==> config.mk <==
export PLATFORM = sky130hd
export DESIGN_NAME = mfcc_preemph_framer
export DESIGN_NICKNAME = d
export VERILOG_FILES = /design/src/rtl/mfcc_preemph_framer.sv
export SDC_FILE = /design/constraint.sdc
export NUM_CORES = 2
export LEC_CHECK = 0
export ABC_CLOCK_PERIOD_IN_PS = 5600
export BUFFER_PORTS_ARGS = -buffer_cell sky130_fd_sc_hd__buf_2
export CAP_MARGIN = 20
export CORE_ASPECT_RATIO = 0.75
export CORE_MARGIN = 2
export CORE_UTILIZATION = 39
export CTS_BUF_LIST = sky130_fd_sc_hd__clkbuf_8
export CTS_CLUSTER_DIAMETER = 40
export DETAILED_ROUTE_END_ITERATION = 8
export SETUP_SLACK_MARGIN = 0.15
export SLEW_MARGIN = 10
export SYNTH_ARGS = -nofsm -noshare
export SYNTH_HDL_FRONTEND = slang
export SYNTH_SLANG_ARGS = --single-unit
==> constraint.sdc <==
create_clock -name clk -period 5.6 [get_ports clk]
set_input_delay 1.68 -clock clk [delete_from_list [all_inputs] [get_ports clk]]
set_output_delay 1.68 -clock clk [all_outputs]
set_load 0.005 [all_outputs]
==> src/rtl/mfcc_preemph_framer.sv <==
// Pre-emphasis filter and overlapping frame buffer feeding the MFCC stage.
// Define MFCC_PREEMPH_EN to enable the y = x - xp + (xp >>> 5) filter; otherwise y = x.
module mfcc_preemph_framer #(
   parameter int unsigned FRAME_LEN = 256,
   parameter int unsigned HOP       = 128
) (
   input  logic        clk,
   input  logic        rst,
   input  logic [7:0]  in_data,
   input  logic        in_valid,
   output logic        in_ready,
   output logic [15:0] frm_data,
   output logic        frm_valid,
   input  logic        frm_ready,
   output logic        frm_start,
   output logic        frm_last,
   output logic [15:0] frame_count
);

   localparam int unsigned AW = $clog2(FRAME_LEN);
   localparam int unsigned CW = AW + 1;

   typedef enum logic {StFill, StEmit} state_t;

   state_t            state_q, state_d;
   logic [AW-1:0]     wr_ptr_q, base_q, rd_addr;
   logic [CW-1:0]     fill_cnt_q, rd_cnt_q, fill_target;
   logic              first_q, lead_q;
   logic [15:0]       frame_count_q;
   logic [15:0]       out_data_q;
   logic              out_valid_q, out_start_q, out_last_q;
   logic [15:0]       mem [FRAME_LEN];

   logic              accept, fill_done, xfer, xfer_last, load;
   logic signed [8:0] x;
   logic signed [15:0] y;

   assign in_ready    = (state_q == StFill) && !rst;
   assign frm_data    = out_data_q;
   assign frm_valid   = out_valid_q;
   assign frm_start   = out_start_q;
   assign frm_last    = out_last_q;
   assign frame_count = frame_count_q;

   // in_data - 128 is the offset-binary sample with its MSB flipped
   assign x = {~in_data[7], ~in_data[7], in_data[6:0]};

`ifdef MFCC_PREEMPH_EN
   logic signed [8:0]  xp_q;
   logic signed [15:0] x_ext, xp_ext;

   always_comb begin
      x_ext  = {{7{x[8]}}, x};
      xp_ext = {{7{xp_q[8]}}, xp_q};
      y      = x_ext - xp_ext + (xp_ext >>> 5);
   end

   always_ff @(posedge clk or posedge rst) begin
      if (rst) begin
         xp_q <= '0;
      end else if (accept) begin
         xp_q <= x;
      end
   end
`else
   assign y = {{7{x[8]}}, x};
`endif

   always_comb begin
      accept      = in_valid && in_ready;
      fill_target = first_q ? CW'(FRAME_LEN) : CW'(HOP);
      fill_done   = accept && ((fill_cnt_q + CW'(1)) == fill_target);
      xfer        = out_valid_q && frm_ready;
      xfer_last   = xfer && out_last_q;
      // lead_q spends one cycle after the last write so data appears two edges later
      load        = (state_q == StEmit) && !lead_q && (rd_cnt_q != CW'(FRAME_LEN)) &&
                    (!out_valid_q || frm_ready);
      rd_addr     = base_q + rd_cnt_q[AW-1:0];
   end

   always_comb begin
      state_d = state_q;
      unique case (state_q)
         StFill: if (fill_done) state_d = StEmit;
         StEmit: if (xfer_last) state_d = StFill;
         default: state_d = StFill;
      endcase
   end

   always_ff @(posedge clk or posedge rst) begin
      if (rst) begin
         state_q <= StFill;
      end else begin
         state_q <= state_d;
      end
   end

   always_ff @(posedge clk) begin
      if (accept) begin
         mem[wr_ptr_q] <= y;
      end
   end

   always_ff @(posedge clk or posedge rst) begin
      if (rst) begin
         wr_ptr_q      <= '0;
         base_q        <= '0;
         fill_cnt_q    <= '0;
         rd_cnt_q      <= '0;
         first_q       <= 1'b1;
         lead_q        <= 1'b0;
         frame_count_q <= '0;
      end else begin
         lead_q <= fill_done;
         if (accept) begin
            wr_ptr_q   <= wr_ptr_q + AW'(1);
            fill_cnt_q <= fill_done ? '0 : fill_cnt_q + CW'(1);
         end
         if (fill_done) begin
            first_q  <= 1'b0;
            rd_cnt_q <= '0;
         end else if (load) begin
            rd_cnt_q <= rd_cnt_q + CW'(1);
         end
         if (xfer_last) begin
            base_q        <= base_q + AW'(HOP);
            frame_count_q <= frame_count_q + 16'd1;
         end
      end
   end

   always_ff @(posedge clk or posedge rst) begin
      if (rst) begin
         out_data_q  <= '0;
         out_valid_q <= 1'b0;
         out_start_q <= 1'b0;
         out_last_q  <= 1'b0;
      end else if (load) begin
         out_data_q  <= mem[rd_addr];
         out_valid_q <= 1'b1;
         out_start_q <= (rd_cnt_q == '0);
         out_last_q  <= (rd_cnt_q == CW'(FRAME_LEN - 1));
      end else if (xfer) begin
         out_valid_q <= 1'b0;
         out_start_q <= 1'b0;
         out_last_q  <= 1'b0;
      end
   end

endmodule

==> impl_metrics.toml <==
[critical_path]
path_cells = "buf_12, mux4_2, mux4_2, and2_1, o41ai_1, a22oi_1"
cp-startpoint = "rd_cnt_q[0]"
path_class = "flip-flop to flip-flop"
path_max_fanout = 78
worstPathArrival_ns = 4.98
critPathCaptureType = "flip-flop"
r2r-start = "rd_cnt_q[0]"
crit_end = "frm_data[2]"
worst_path_most_repeated_cell = "mux4_2"
start_kind = "flip-flop"
rrSetupSlack_ns = 1.39
slowest_delay_ns = 1.05
r2r_end = "frm_data[2]"
crit_required_ns = 6.37
r2r_cells = 6
slowest_stage = "o41ai_1"

[synthesis]
postSynthCellCount = 4018
syn-num-nets = 4040
yosysTopAreaCellShare_pct = 74.6
ys_async_sr_fraction_pct = 2.71
synthTopCellsByCount = "edfxtp_1, mux4_2, nor2_1"
yosysMostFrequentCell = "edfxtp_1"
synth_ff_type = "edfxtp_1"
synth_area_leader_cell = "edfxtp_1"
ys_seq_area_share_pct = 76.4
synth_edf_count = 2048
syn_area_per_cell_sq_um = 20.5
yosysWarnings = 0
ys_top_cells_by_area = "edfxtp_1, mux4_2, dfrtp_1"
ys_types = 67
netlist_area_sq_mm = 0.0824
synth-seq-cells = 2105

[drt]
drt_iter0_drc = 6797
routed_wl_um = 236000
drt_first_pass_iters = 7
drtAntennaViolNets = 0
vias_per_cell = 5.87
drc_errors = 0
wire_per_inst_um = 32.2
vias = 42975

[timing]
finalHoldViolCount = 0
setup-violations-final = 0
worst_pin_slew_ns = 1.27
worst_slack_ns = 1.39
rsz0062_at_grt = "no"
fin_skew_ns = 0.0573
clock.fmax_mhz = 238
setup_tns_ns = 0
max_slew_margin_pct = 15.2
period_share_pct = 75.2
finalCriticalPeriod_ns = 4.21
whs_ns = 0.470
slew_viol_final = 0

[placement]
dp_slack_ns = 0.959
place.gp.congestion = 0.890
dp_hpwl_um = 145000
dp.cells = 6777
placed_cell_area_sq_mm = 0.0864
port_buffers = 47

[run]
cap_viol_max_count = 0

[global_routing]
grt_pass1_wl_um = 331000
grtUsageTotal_pct = 21.8
grt_pass1_vias = 42031
grt_max_degree = 137
met1_usage_pct = 32.7
use_met3_pct = 6.92
grt_most_used_layer = "met1"
antenna_found_initial = 9
use_met2_pct = 30.2
grt_overflow_total = 0

[die]
num_io_pins = 48
die_area_sq_mm = 0.215
core_area_sq_mm = 0.211
initial_core_util_pct = 39.1
die_w_um = 535
num_rows = 146
die_y_um = 402

[status]
status = "completed"

[clock_tree]
cts_resized = 0
cts_hold_buf = 0
h-tree-depth = 5
clkTransAtPathRegs_ns = 0.07
cts_root_buffer = "clkbuf_8"
clkLatencyLatePin_ns = 0.97
cts_tree = "yes"
cts_buffer_depth = 4
cts.sinks = 2105
postCtsSetupRepairBufs = 0
numCtsBuffers = 318

[pwr]
power_mw = 30.3
leakage_nw = 27.9
worst_ir_drop_vdd_mv = 0.210
p_per_area_mw_per_mm2 = 329

[final_layout]
fin_util_pct = 43.8
num-nets-final = 4309
final_layout_size_suffix_gt1_share_pct = 25.4
multi_input_area_sq_mm = 0.0182
design_area_sq_mm = 0.0922
area_growth_pct = 11.9
layoutNonFillerInstCount = 7324
fill_cells = 18014
regArea_sq_mm = 0.0629

[min_path]
worstHoldPathType = "flip-flop to flip-flop"
-- cell families (layout without fill, tap and decap cells) --
logic type      count (synthesis)  count (layout)  share of synthesized area, %
buf+inv                       258             747                          1.72
simple gates                  699             699                          3.65
other cells                     0               5                             0
mux                           635             635                          15.4
compound gates                271             271                          2.31
flops                        2105            2105                          76.4
xor+xnor                       40              40                         0.425
fa+ha+maj                      10              10                         0.152
-- report_power, final --
group / switching, mW / internal (mW)
combinational: 0.677 / 0.134
clock: 6.04 / 6.01
sequential: 0.0830 / 17.4
total: 6.80 / 23.5
-- per-layer routing --
layer / share of wire, % / up-vias
met5: 0.014 / -
met4: 3.0 / 4
met3: 13 / 394
met2: 42 / 2780
met1: 42 / 22712
li1: - / 17085
-- cell usage in the layout (no fill, tap or decap), types with 12 or more instances in the layout --
cell type / n
clkinv_2: 41
a22oi_1: 58
nand2_1: 170
a221oi_1: 12
a31oi_1: 28
nand3_1: 73
buf_2: 40
nand2b_1: 12
nor3_1: 22
nor2b_1: 16
a21oi_1: 37
bufinv_16: 13
clkbuf_8: 331
dfrtp_1: 49
mux4_2: 504
nor2_1: 327
xnor2_1: 29
buf_12: 25
clkinvlp_4: 15
nand3_2: 12
edfxtp_1: 2048
nand4_1: 20
inv_1: 78
o22ai_1: 17
mux2i_1: 125
o21ai_0: 33
clkinv_1: 69
buf_4: 116
-- critical path: cells and delay by family, from the launching register on --
kind	cells	cell delay, ns
AO/OA/AOI/OAI	2	1.28
multiplexers	2	1.23
flip-flops	1	0.66
buffers and inverters	1	0.52
AND/OR/NAND/NOR	1	0.22
-- worst min-delay path by stage --
stage                            to  slack (ns)       startpoint  cells past startpoint
finish              frame_count[15]        0.47  frame_count[15]                      1
global route        frame_count[12]        0.50  frame_count[12]                      1
CTS                 frame_count[15]        0.48  frame_count[15]                      1
detailed placement  frame_count[15]        0.46  frame_count[15]                      1
global placement    frame_count[15]        0.46  frame_count[15]                      1
floorplan                 frm_start        0.46        frm_start                      2
-- sequential cells by signal, summed over array words and instances, names as in the netlist, 8 cells and up --
register     count
mem           2048
frame_count     16
fill_cnt_q       9
rd_cnt_q         9
frm_data         8
wr_ptr_q         8
-- layout make-up --
class / count / area share [%]
diodes: 5 / 0.0136
clock buffers: 324 / 4.84
clock inverters: 216 / 1.45
inverters: 15 / 0.0760
multi-input cells: 1655 / 19.7
flip-flops and latches: 2105 / 68.3
well taps: 2812 / 3.81
repair buffers: 192 / 1.86
Power figures use the tool's default switching activity.
